[config.mk]
export PLATFORM = sky130hd
export DESIGN_NAME = arrow_sequencer
export DESIGN_NICKNAME = d
export VERILOG_FILES = /design/src/rtl/arrow_sequencer.sv
export SDC_FILE = /design/constraint.sdc
export NUM_CORES = 1
export LEC_CHECK = 0
export ABC_AREA = 1
export BUFFER_PORTS_ARGS = -buffer_cell sky130_fd_sc_hd__clkbuf_2
export CAP_MARGIN = 20
export CORE_UTILIZATION = 36
export CTS_BUF_LIST = sky130_fd_sc_hd__clkbuf_4 sky130_fd_sc_hd__clkbuf_8 sky130_fd_sc_hd__clkbuf_16
export CTS_CLUSTER_DIAMETER = 60
export CTS_CLUSTER_SIZE = 28
export DETAILED_ROUTE_END_ITERATION = 6
export GPL_TIMING_DRIVEN = 0
export PLACE_DENSITY = 0.5
export SLEW_MARGIN = 10
export SYNTH_ARGS = -nofsm -noshare
export SYNTH_HDL_FRONTEND = slang
export SYNTH_SLANG_ARGS = --single-unit
[constraint.sdc]
create_clock -name clk -period 2.7 [get_ports clk]
set_clock_uncertainty 0.05 [all_clocks]
set_input_delay 0.27 -clock clk [delete_from_list [all_inputs] [get_ports clk]]
set_output_delay 0.27 -clock clk [all_outputs]
set_load 0.02 [all_outputs]
[src/rtl/arrow_sequencer.sv]
`default_nettype none
// ============================================================================
// Module   : arrow_sequencer
// Purpose  : LFSR-driven arrow stream, one code per metronome beat, followed
//            by a rest drain and a song-complete flag.
// Revision : 1.0 - initial release
// ============================================================================
module arrow_sequencer #(
  parameter int                      NUM_ARROWS_BITS = 2,
  parameter int                      STATE_BITS      = 1,
  parameter logic [STATE_BITS:0]     STATE_GAME      = 2'd1,
  parameter logic [STATE_BITS:0]     STATE_RESET     = 2'd0,
  parameter logic [NUM_ARROWS_BITS:0] ARROW_NONE     = 0,
  parameter logic [NUM_ARROWS_BITS:0] ARROW_LEFT     = 1,
  parameter logic [NUM_ARROWS_BITS:0] ARROW_UP       = 2,
  parameter logic [NUM_ARROWS_BITS:0] ARROW_DOWN     = 3,
  parameter logic [NUM_ARROWS_BITS:0] ARROW_RIGHT    = 4,
  parameter logic [15:0]             SEED            = 16'hACE1,
  parameter int                      REST_EIGHTHS    = 2,
  parameter int                      SONG_BEATS      = 64,
  parameter int                      DRAIN_BEATS     = 5
) (
  input  logic                       clk,
  input  logic                       rst_n,
  input  logic                       metronome_clk,
  input  logic [STATE_BITS:0]        state,
  output logic [NUM_ARROWS_BITS:0]   next_arrow,
  output logic [7:0]                 beat_index,
  output logic                       song_done
);

  localparam logic [15:0] c_SEED  = (SEED == 16'h0000) ? 16'h0001 : SEED;
  localparam logic [3:0]  c_REST  = 4'(REST_EIGHTHS);
  localparam logic [7:0]  c_SONG  = 8'(SONG_BEATS);
  localparam logic [7:0]  c_DRAIN = 8'(DRAIN_BEATS);

  typedef enum logic [1:0] {
    S_IDLE  = 2'd0,
    S_PLAY  = 2'd1,
    S_DRAIN = 2'd2,
    S_DONE  = 2'd3
  } fsm_t;

  fsm_t                     r_fsm, w_fsm_nxt;
  logic [2:0]               r_s;
  logic                     r_s_valid;
  logic                     r_armed;
  logic                     r_beat;
  logic [15:0]              r_lfsr, w_lfsr_nxt;
  logic [7:0]               r_beat_index, w_idx_nxt;
  logic [7:0]               r_drain, w_drain_nxt;
  logic [NUM_ARROWS_BITS:0] r_next_arrow, w_arrow_nxt;
  logic                     r_song_done, w_done_nxt;
  logic [NUM_ARROWS_BITS:0] w_code;
  logic [15:0]              w_lfsr_step;
  logic [7:0]               w_idx_inc, w_drain_inc;

  // Edge detector only arms after a genuine low sample, so a metronome that is
  // already high when reset releases cannot fake a rising edge.
  always_ff @(posedge clk or negedge rst_n) begin
    if (!rst_n) begin
      r_s       <= 3'b000;
      r_s_valid <= 1'b0;
      r_armed   <= 1'b0;
      r_beat    <= 1'b0;
    end else begin
      r_s       <= {metronome_clk, r_s[2:1]};
      r_s_valid <= 1'b1;
      r_armed   <= r_armed | (r_s_valid & ~r_s[2]);
      r_beat    <= ~r_s[0] & r_s[1] & r_armed;
    end
  end

  assign w_lfsr_step = {r_lfsr[14:0], r_lfsr[15] ^ r_lfsr[13] ^ r_lfsr[12] ^ r_lfsr[10]};
  assign w_idx_inc   = r_beat_index + 8'd1;
  assign w_drain_inc = r_drain + 8'd1;

  always_comb begin
    w_code = ARROW_NONE;
    if ({1'b0, r_lfsr[5:3]} >= c_REST) begin
      case (r_lfsr[1:0])
        2'b00:   w_code = ARROW_LEFT;
        2'b01:   w_code = ARROW_UP;
        2'b10:   w_code = ARROW_DOWN;
        default: w_code = ARROW_RIGHT;
      endcase
    end
  end

  always_comb begin
    w_fsm_nxt   = r_fsm;
    w_lfsr_nxt  = r_lfsr;
    w_idx_nxt   = r_beat_index;
    w_drain_nxt = r_drain;
    w_arrow_nxt = r_next_arrow;
    w_done_nxt  = r_song_done;
    if (state == STATE_RESET) begin
      w_fsm_nxt   = S_IDLE;
      w_lfsr_nxt  = c_SEED;
      w_idx_nxt   = 8'd0;
      w_drain_nxt = 8'd0;
      w_arrow_nxt = ARROW_NONE;
      w_done_nxt  = 1'b0;
    end else if (state == STATE_GAME) begin
      case (r_fsm)
        S_IDLE: begin
          w_fsm_nxt   = S_PLAY;
          w_arrow_nxt = ARROW_NONE;
        end
        S_PLAY: begin
          if (r_beat) begin
            w_arrow_nxt = w_code;
            w_lfsr_nxt  = w_lfsr_step;
            w_idx_nxt   = w_idx_inc;
            if (w_idx_inc >= c_SONG) w_fsm_nxt = S_DRAIN;
          end
        end
        S_DRAIN: begin
          if (r_beat) begin
            w_arrow_nxt = ARROW_NONE;
            w_drain_nxt = w_drain_inc;
            if (w_drain_inc >= c_DRAIN) begin
              w_fsm_nxt  = S_DONE;
              w_done_nxt = 1'b1;
            end
          end
        end
        default: begin
          w_arrow_nxt = ARROW_NONE;
          w_done_nxt  = 1'b1;
        end
      endcase
    end
  end

  always_ff @(posedge clk or negedge rst_n) begin
    if (!rst_n) begin
      r_fsm <= S_IDLE;
    end else begin
      r_fsm <= w_fsm_nxt;
    end
  end

  always_ff @(posedge clk or negedge rst_n) begin
    if (!rst_n) begin
      r_lfsr       <= c_SEED;
      r_beat_index <= 8'd0;
      r_drain      <= 8'd0;
      r_next_arrow <= ARROW_NONE;
      r_song_done  <= 1'b0;
    end else begin
      r_lfsr       <= w_lfsr_nxt;
      r_beat_index <= w_idx_nxt;
      r_drain      <= w_drain_nxt;
      r_next_arrow <= w_arrow_nxt;
      r_song_done  <= w_done_nxt;
    end
  end

  assign next_arrow = r_next_arrow;
  assign beat_index = r_beat_index;
  assign song_done  = r_song_done;

endmodule
`default_nettype wire
==> results of run 1 <==
==> flip-flops by register name, summed over array words and instances, names as in the netlist <==
name,cells
beat_index,8
next_arrow,3
r_armed,1
r_beat,1
r_drain,8
r_fsm,2
r_lfsr,16
r_s,3
r_s_valid,1
song_done,1
==> Yosys cell counts (all sizes together) <==
cell type,instances,area [um2]
nand3,22,110
xor2,1,8.76
o21a,2,15.0
nand4,2,12.5
o21ai,19,98.9
nor2,20,90.1
buf,3,23.8
o21bai,4,41.3
o22ai,11,68.8
inv,51,191
dfrtp,36,901
nand3b,1,7.51
xnor2,3,26.3
a22oi,8,60.1
ha,11,138
nor3b,1,7.51
a21oi,5,28.8
dfstp,8,210
nor3,2,15.0
conb,1,3.75
nand2,42,165
a31oi,2,12.5
==> layer usage <==
| layer | vias to the layer above | part of all wire, % | global-route usage, % |
|---|---|---|---|
| met2 | 22 | 44 | 22.4 |
| met1 | 775 | 52 | 20.7 |
| li1 | 873 | - | - |
| met4 | 0 | 1.4 | 5.89 |
| met5 | - | 0 | 0 |
| met3 | 7 | 2.6 | 3.37 |
==> worst paths after layout <==
check / cells after the start / end / slack (ns)
worst max-delay path: 7 / next_arrow[2] / 0.88
worst min-delay path: 1 / r_s[2] / 0.03
worst max register to register: 7 / next_arrow[2] / 0.88
worst min register to register: 0 / r_s[0] / 0.33
max in group asynchronous: 3 / r_lfsr[7] / 1.56
min in group asynchronous: 2 / r_drain[2] / 0.44
==> stage by stage <==
step	total power, W	hold WS, ns	cell area, um2	utilization [%]
after floorplan	0.00170	-0.0756	2240	-
after global placement	0.00193	0.306	2410	40.5
after detailed placement	0.00195	0.234	2430	40.8
after CTS	0.00251	0.0172	2570	43.1
after global routing	0.00270	0.0163	2570	43.1
final	0.00248	0.0294	2570	43.1
==> final cells by class <==
class                           instances  area (um2)
Fill cell                             598        3390
Sequential cell                        44        1110
Multi-Input combinational cell        157         910
Inverter                               51         191
Timing Repair Buffer                   18         110
Clock buffer                            7        96.3
Tap cell                               75        93.8
Clock inverter                          1        30.0
Buffer                                  3        23.8
==> logic make-up (layout without fill, tap and decap cells) <==
family | Yosys count | after routing | share of synthesized area, %
simple gates | 90 | 90 | 18.2
buf+inv | 54 | 80 | 9.62
compound gates | 51 | 51 | 14.5
xor+xnor | 4 | 4 | 1.57
other cells | 1 | 1 | 0.168
fa+ha+maj | 11 | 11 | 6.16
flops | 44 | 44 | 49.7
==> report_power, final <==
group / internal (W) / switching (W) / total (W)
clock: 0.000327 / 0.000226 / 0.000552
combinational: 0.000331 / 0.000524 / 0.000854
sequential: 0.000920 / 0.000152 / 0.00107
==> key figures, run 1 <==
Clock tree
  • Clock latency at the later pin of the worst-skew pair: roughly 0.29 ns
  • H-tree Lvls: 2
  • Root Driver: clkbuf_8
  • Cells resized by post-CTS repair: 0
  • Inserted Clock Buffers: 5
  • Worst-path clk slew: about 0.08 ns
  • CTS tree: done
  • Post-CTS setup buffers: 0
  • # hold bufs at CTS: 1
  • Clock tree buffer depth: 2
  • Clock sink count: 44

Pwr
  • Leak Pwr: about 1.3 nW
  • Max VDD drop: approximately 0.00057 V
  • Pwr per Cell Area: 966 mW/mm2

Timing
  • Final setup viols: 0
  • Setup WS post-layout: approximately 0.9 ns
  • Crit share post-route: 67.4%
  • Min Tclk post-route: between 1.5 and 2 ns
  • F_max: 550 MHz
  • Fin Setup TNS: 0 ns
  • Final hold viol count: 0
  • Fin. max-slew vios: 0
  • Slew HR: 60.2%
  • Worst Tran Pin Value: just under 0.6 ns
  • RSZ-0062 raised after global routing: no

Placement
  • Final GP Congestion: 0.746
  • Final HPWL from detailed placement: roughly 3200 um
  • Placed cell count: roughly 350
  • Place WS: approximately 0.88 ns
  • # port buffers: 16

GRT
  • GR Overflow Total: 0
  • Initial antenna violation count: 0
  • Overall global routing resource usage: ~15%
  • Global-route wire length before repair: ~7400 um
  • Largest net degree at the start of global routing: 25
  • Vias in the first global route: ~1600

Min path
  • Worst hold path class: input port to flip-flop
  • Hold Path Origin: metronome_clk

Cells and area
  • Post-Layout Cell Count: around 360
  • Share of cells above drive strength 1: ~16%
  • Synth-to-Final Area Change: 14.8%
  • Diodes inserted: 0
  • Highest-count cells in the layout ignoring fill and taps: inv_1, nand2_1, dfrtp_1
  • Nets: a little under 300
  • Leading cell type in the layout, fill and taps excluded: inv_1

Setup path
  • Most frequent CP cell: inv_1
  • Bufs and invs on worst path: 2
  • Crit end category: flip-flop
  • Startpoint Class: flip-flop
  • CP top delay family: compound AO/OA/AOI/OAI gates
  • CP Max Fanout: 6
  • CP peak stage delay: around 0.42 ns
  • Crit path DAT: a little under 2 ns
  • Crit path launch: r_fsm[0]
  • Crit-path cells: inv_1 -> ha_1 -> a31oi_1 -> inv_1 -> a21oi_1 -> o21ai_0 -> o21a_1
  • Slowest CP cell: dfrtp_1
  • Req. time, crit path: 2.84 ns
  • WS Path Type: flip-flop to flip-flop
  • FF-to-FF Start: r_fsm[0]

Floorplanning
  • Core Footprint: roughly 0.0060 mm2
  • IO Count: 17
  • Die Y: slightly above 80 um
  • Initial Utilization: ~38%
  • Cell Rows: 28
  • Die area: between 0.006 and 0.007 mm2
  • Width of the die: ~80 um

Synth
  • Synthesis-stage register bit count: 44
  • Unique masters post-synth: 31
  • Sequential-to-total area share from yosys stat: between 40% and 50%
  • Post-Synthesis Cells: ~260
  • Post-Syn Area: between 0.002 and 0.0025 mm2
  • Synth Net Count: around 270
  • Yosys warnings: 0
  • Synth Area per Inst: between 8 and 9 um2

Drt
  • Antenna Violating Nets Remaining: 0
  • Average wire per standard cell: approximately 12 um
  • Routed wire length: ~4300 um
  • Pre-antenna DRT Iters: 4
  • Vias after detailed routing: around 1700
  • # DRC: 0
  • Starting DRT DRC Count: 61
  • Via density: ~4.7

Job
  • Max-cap violations: 0

Status
  • Status: completed
Power figures use the tool's default switching activity.
==> run 2: changes to the inputs <==
--- a/config.mk
+++ b/config.mk
@@ -14,7 +14,7 @@
 export CTS_CLUSTER_SIZE = 28
 export DETAILED_ROUTE_END_ITERATION = 6
 export GPL_TIMING_DRIVEN = 0
-export PLACE_DENSITY = 0.5
+export PLACE_DENSITY = 0.52
 export SLEW_MARGIN = 10
 export SYNTH_ARGS = -nofsm -noshare
 export SYNTH_HDL_FRONTEND = slang
==> constraint.sdc (replaced) <==
create_clock -name clk -period 1.56 [get_ports clk]
set_clock_uncertainty 0.05 [all_clocks]
set_input_delay 0.156 -clock clk [delete_from_list [all_inputs] [get_ports clk]]
set_output_delay 0.156 -clock clk [all_outputs]
set_load 0.02 [all_outputs]
==> run 2 against run 1 <==
Net effect: via count increased by 8.3%; die area unchanged; critical path depth increased by 3; combinational power rose by 150%; global-route usage increased by 1.0 points; critical endpoint is now r_fsm[1].
==> key figures, run 2 (synthesis results as in run 1) <==
Cells and area
  • Post-Layout Cell Count: around 380
  • Fillers: roughly 570
  • Share of cells above drive strength 1: ~39%
  • Area of the multi-input gates: between 0.001 and 0.0015 mm2
  • Diodes inserted: 0
  • Synth-to-Final Area Change: 33.7%
  • Largest Register: r_lfsr
  • Max reg flops: 16
  • Register area: around 0.0011 mm2
  • Nets: around 320
  • Leading cell type in the layout, fill and taps excluded: inv_1
  • Highest-count cells in the layout ignoring fill and taps: inv_1, nand2_1, dfrtp_1
  • Post-route cell area: 0.00299 mm2

Setup path
  • Crit end category: flip-flop
  • CP top delay family: simple AND/OR/NAND/NOR gates
  • Worst R2R Path Depth: 10
  • Crit-path cells: buf_4 -> ha_1 -> nand2_1 -> nand3_2 -> nand3_2 -> nor2_4 -> nand3_4 -> nand2_2 -> nand2_2 -> nand2_2
  • Startpoint Class: flip-flop
  • Req. time, crit path: ~1.7 ns
  • CP peak stage delay: 0.46 ns
  • Most frequent CP cell: nand2_2
  • WS Path Type: flip-flop to flip-flop
  • Bufs and invs on worst path: 1
  • FF-to-FF End: r_fsm[1]
  • Crit path DAT: ~1.7 ns
  • FF-to-FF Start: r_drain[0]
  • Slowest CP cell: dfrtp_2
  • R2R Setup Slk: roughly 0.033 ns
  • CP Max Fanout: 5

Clock tree
  • Inserted Clock Buffers: 5
  • Clock tree buffer depth: 2
  • Worst-path clk slew: 0.09 ns
  • Clock latency at the later pin of the worst-skew pair: around 0.3 ns
  • CTS tree: done
  • Clock sink count: 44
  • H-tree Lvls: 2
  • Root Driver: clkbuf_8

GRT
  • Vias in the first global route: roughly 1700
  • Largest net degree at the start of global routing: 26
  • Global-route wire length before repair: 7980 um
  • Initial antenna violation count: 0
  • Overall global routing resource usage: around 16%
  • GR Overflow Total: 0

Min path
  • Hold Path Origin: state[1]
  • Worst hold path class: input port to flip-flop
  • Hold Path Depth: 3
  • Hold EP: beat_index[2]

Floorplanning
  • Cell Rows: 28
  • IO Count: 17
  • Width of the die: 80.8 um
  • Die area: between 0.006 and 0.007 mm2
  • Die Y: between 80 and 90 um
  • Core Footprint: ~0.0060 mm2
  • Initial Utilization: between 30% and 40%

Placement
  • Final GP Congestion: 0.729
  • Area post-placement: 0.00243 mm2
  • Final HPWL from detailed placement: approximately 3200 um
  • # port buffers: 16
  • Placed cell count: 347

Timing
  • Final setup viols: 0
  • Final hold viol count: 0
  • Min Tclk post-route: about 1.5 ns
  • Worst Tran Pin Value: 0.528 ns
  • Crit share post-route: approximately 100%
  • Fin. max-slew vios: 0
  • Slew HR: around 65%
  • Fin Setup TNS: 0 ns
  • F_max: roughly 650 MHz
  • RSZ-0062 raised after global routing: yes

Drt
  • Starting DRT DRC Count: 56
  • Vias after detailed routing: ~1800
  • WL met3: around 140 um
  • Via density: slightly below 5
  • Antenna Violating Nets Remaining: 0
  • Pre-antenna DRT Iters: 4
  • # DRC: 0
  • Average wire per standard cell: 12.7 um
  • Routed wire length: between 4000 and 5000 um
  • Met2 WL: 2230 um
  • Max layer used: met4
  • M1 WL: approximately 2300 um

Status
  • Status: completed

Pwr
  • Leak Pwr: approximately 1.4 nW
  • Max VDD drop: about 0.00096 V
  • Pwr per Cell Area: 1660 mW/mm2

Job
  • Max-cap violations: 0
-- run 2: changes by cell type in the layout (fill, tap and decap cells not counted), moves of 7 or more --
cell / before / now
buf_4: 1 / 13
nand2_2: 0 / 7
nand3_2: 0 / 7
o21ai_0: 18 / 9
nand2_1: 41 / 33
nand3_1: 22 / 14
inv_1: 48 / 40
nor2_1: 18 / 10
-- run 2: power by group --
| part | total, W | leakage [nW] | internal (W) | switching, W |
|---|---|---|---|---|
| Clock | 0.000929 | 0.0614 | 0.000524 | 0.000405 |
| Combinational | 0.00213 | 0.792 | 0.000952 | 0.00118 |
| Sequential | 0.00190 | 0.539 | 0.00160 | 0.000297 |
-- run 2: area by class of cell --
type	instances	share of cell area [%]
clock inverter	2	1.30
inverter	51	6.66
sequential	44	37.3
timing repair buffer	37	9.21
clock buffer	6	2.76
tap	75	3.14
buffer	3	0.879
multi-input combinational	157	38.7
-- run 2: how the worst max path moves through the flow --
stage / startpoint / to / slack [ns] / depth (start not counted)
detailed placement: r_fsm[1] / beat_index[6] / -0.26 / 9
finish: r_drain[0] / r_fsm[1] / 0.03 / 10
CTS: r_fsm[0] / next_arrow[0] / -0.02 / 7
global placement: r_fsm[1] / beat_index[7] / -0.28 / 9
floorplan: r_fsm[0] / next_arrow[0] / 0.01 / 7
global route: r_drain[0] / r_fsm[1] / -0.08 / 10
-- run 2: worst min-delay path, cell delays in order --
cell and delay, ns:
clkbuf_2 0.15, nor2_4 0.08, nor3b_1 0.19
-- run 2: metal layers --
metal / vias up / GRT usage [%]
met1: 876 / 21.7
met5: - / 0
li1: 911 / -
met3: 6 / 3.82
met2: 24 / 24.8
met4: 0 / 5.36
-- run 2: timing repair --
action                                  in CTS  in global routing
hold endpoints to repair                    20                  0
gates cloned                                 0                  1
buffers inserted                             9                  8
hold buffers                                 2                  0
gates resized for setup                     14                 72
endpoints found under the setup margin      36                 32
pin swaps                                    4                 22
-- run 2: per-stage QoR --
step | hold WS (ns) | power (W) | util (%) | setup slack (ns)
final | 0.282 | 0.00496 | 50.2 | 0.0331
after CTS | 0.268 | 0.00448 | 45.2 | -0.0171
after global routing | 0.336 | 0.00534 | 50.2 | -0.0769
after global placement | 0.217 | 0.00334 | 40.5 | -0.278
after floorplan | -0.190 | 0.00295 | - | 0.0143
after detailed placement | 0.111 | 0.00336 | 40.8 | -0.264
==> run 3: changes to the inputs <==
--- a/config.mk
+++ b/config.mk
@@ -6,15 +6,16 @@
 export NUM_CORES = 1
 export LEC_CHECK = 0
 export ABC_AREA = 1
+export ABC_CLOCK_PERIOD_IN_PS = 1300
 export BUFFER_PORTS_ARGS = -buffer_cell sky130_fd_sc_hd__clkbuf_2
 export CAP_MARGIN = 20
-export CORE_UTILIZATION = 36
+export CORE_UTILIZATION = 45
 export CTS_BUF_LIST = sky130_fd_sc_hd__clkbuf_4 sky130_fd_sc_hd__clkbuf_8 sky130_fd_sc_hd__clkbuf_16
 export CTS_CLUSTER_DIAMETER = 60
 export CTS_CLUSTER_SIZE = 28
 export DETAILED_ROUTE_END_ITERATION = 6
 export GPL_TIMING_DRIVEN = 0
-export PLACE_DENSITY = 0.52
+export PLACE_DENSITY = 0.63
 export SLEW_MARGIN = 10
 export SYNTH_ARGS = -nofsm -noshare
 export SYNTH_HDL_FRONTEND = slang
==> constraint.sdc (replaced) <==
create_clock -name clk -period 1.3 [get_ports clk]
set_clock_uncertainty 0.05 [all_clocks]
set_input_delay 0.13 -clock clk [delete_from_list [all_inputs] [get_ports clk]]
set_output_delay 0.13 -clock clk [all_outputs]
set_load 0.02 [all_outputs]
==> run 3 against run 2 <==
Net effect: highest routed layer unchanged; critical path depth decreased by 1; the run now ends with negative setup slack left; global-route usage up 4.5 points; die area shrank 20%; final cell count shrank 1.3%; setup slack got worse by 0.28 ns.
==> key figures, run 3 (synthesis results as in run 1) <==
Status
  • Status: finished with violations
  • Failing checks: negative setup slack

Drt
  • # DRC: 0
  • Vias after detailed routing: approximately 1900
  • Antenna Violating Nets Remaining: 0
  • Pre-antenna DRT Iters: 4
  • Routed wire length: just under 5000 um
  • Via density: 5.06
  • Average wire per standard cell: roughly 13 um
  • Starting DRT DRC Count: 71

GRT
  • GR Overflow Total: 0
  • Overall global routing resource usage: approximately a fifth
  • Vias in the first global route: ~1900
  • Largest net degree at the start of global routing: between 40 and 50
  • Initial antenna violation count: 0
  • Global-route wire length before repair: between 8000 and 9000 um

Setup path
  • Bufs and invs on worst path: 2
  • Crit path DAT: ~1.7 ns
  • R2R Setup Slk: -0.25 ns
  • Crit end category: flip-flop
  • Startpoint Class: flip-flop
  • CP Max Fanout: 4
  • Most frequent CP cell: nor2_4
  • WS Path Type: flip-flop to flip-flop
  • Req. time, crit path: 1.44 ns
  • CP top delay family: simple AND/OR/NAND/NOR gates
  • Crit-path cells: inv_2 -> ha_4 -> inv_4 -> nor2_4 -> nand3_2 -> nor2_2 -> nor2_4 -> nand3_1 -> nand2_1
  • Slowest CP cell: dfrtp_1
  • CP peak stage delay: between 0.4 and 0.5 ns

Placement
  • Final HPWL from detailed placement: a little over 3000 um
  • # port buffers: 16
  • Final GP Congestion: between 0.7 and 0.8

Clock tree
  • Clock latency at the later pin of the worst-skew pair: ~0.29 ns
  • Clock sink count: between 40 and 50
  • Inserted Clock Buffers: 5
  • CTS tree: done
  • Root Driver: clkbuf_8
  • Worst-path clk slew: approximately 0.080 ns
  • H-tree Lvls: 2
  • Clock tree buffer depth: 2

Pwr
  • Reg power frac: between 30 and 40%
  • Switch share: roughly two fifths
  • Logic pwr share: 44.4%
  • Net Sw Power: about 0.0023 W
  • Pint: roughly 0.0035 W
  • Max VDD drop: 0.00114 V
  • Pwr per Cell Area: between 1500 and 2000 mW/mm2
  • Clock share of power: 15.8%
  • Leak Pwr: approximately 1.4 nW

Timing
  • Final setup viols: 38
  • RSZ-0062 raised after global routing: yes
  • Min Tclk post-route: around 1.5 ns
  • Final hold viol count: 0
  • Fin Setup TNS: -6.22 ns
  • Crit share post-route: 119%
  • Setup WS post-layout: -0.250 ns
  • F_max: 645 MHz
  • Fin. max-slew vios: 0

Floorplanning
  • Cell Rows: 25
  • Die Y: about 72 um
  • Width of the die: about 72 um
  • Die area: approximately 0.0053 mm2
  • IO Count: 17
  • Initial Utilization: ~47%
  • Core Footprint: approximately 0.0048 mm2

Cells and area
  • Diodes inserted: 0
  • Fin util: between 60 and 70%
  • Max reg flops: 16
  • Share of cells above drive strength 1: 39.6%
  • Largest Register: r_lfsr
  • Synth-to-Final Area Change: 33.9%
  • Leading cell type in the layout, fill and taps excluded: inv_1
  • Nets: 318
  • Highest-count cells in the layout ignoring fill and taps: inv_1, nand2_1, dfrtp_1

Min path
  • Worst hold path class: input port to asynchronous set/reset pin

Job
  • Max-cap violations: 0
==> run 3: changes by cell type in the layout (fill, tap and decap cells not counted), moves of 2 or more <==
cell     change
buf_4        +6
a22oi_1      -4
a22oi_2      +4
buf_6        -3
inv_1        +3
nand2_1      +3
nand2_2      -3
inv_2        -2
nor2_2       +2
o21ai_0      -2
==> run 3: power groups by stage <==
| stage | Clock, W | Combinational [W] | Sequential [W] |
|---|---|---|---|
| final | 0.000908 | 0.00255 | 0.00228 |
| after global routing | 0.000973 | 0.00287 | 0.00236 |
| after detailed placement | 0 | 0.00179 | 0.00229 |
| after CTS | 0.000930 | 0.00226 | 0.00227 |
| after global placement | 0 | 0.00175 | 0.00226 |
| after floorplan | 0 | 0.00123 | 0.00236 |
==> run 3: area by class of cell <==
type                       count  area (um2)
buffer                         3        30.0
clock inverter                 1        7.51
inverter                      51         196
fill                         422        1760
sequential                    44        1110
tap                           67        83.8
multi-input combinational    157        1190
timing repair buffer          40         283
clock buffer                   7        90.1
==> run 3: per-stage QoR <==
step | hold slack (ns) | total power (W) | cell area, um2 | worst slack (ns) | std cells
3_5_place_dp | 0.191 | 0.00408 | 2440 | -0.429 | 338
5_1_grt | 0.241 | 0.00620 | 2990 | -0.322 | 370
2_1_floorplan | -0.216 | 0.00359 | 2280 | -0.143 | 255
4_1_cts | 0.0216 | 0.00546 | 2820 | -0.216 | 366
3_3_place_gp | 0.189 | 0.00401 | 2440 | -0.413 | 338
6_report | 0.196 | 0.00574 | 2990 | -0.250 | 370
==> run 3: what timing repair did <==
| action | 4_1_cts | 5_1_grt |
|---|---|---|
| setup endpoints to repair | 38 | 38 |
| hold buffers | 1 | 1 |
| pin swaps | 11 | 12 |
| gates cloned | 2 | 0 |
| gates resized for setup | 42 | 31 |
| endpoints found under the hold margin | 1 | 10 |
| setup buffers | 17 | 2 |
==> run 3: routing by layer <==
| layer | GRT usage [%] | vias to the layer above | routed length, um |
|---|---|---|---|
| met5 | 0 | - | 0 |
| met4 | 7.19 | 0 | 101 |
| met3 | 4.86 | 10 | 172 |
| met2 | 33.2 | 27 | 2310 |
| met1 | 26.9 | 911 | 2280 |
| li1 | - | 923 | - |
==> run 3: path summary, 6_finish.rpt <==
check	startpoint	endpoint	cells past startpoint
worst max-delay path	r_fsm[1]	r_fsm[0]	9
worst min-delay path	rst_n	r_drain[3]	2
worst max register to register	r_fsm[1]	r_fsm[0]	9
worst min register to register	r_s[1]	r_s[0]	0
max in group asynchronous	rst_n	r_lfsr[7]	3
min in group clk	state[1]	beat_index[2]	3
==> run 3: worst register-to-register path: stages (launching register included) <==
cell	delay [ns]
dfrtp_1	0.45
inv_2	0.11
ha_4	0.17
inv_4	0.05
nor2_4	0.17
nand3_2	0.11
nor2_2	0.17
nor2_4	0.06
nand3_1	0.08
nand2_1	0.05
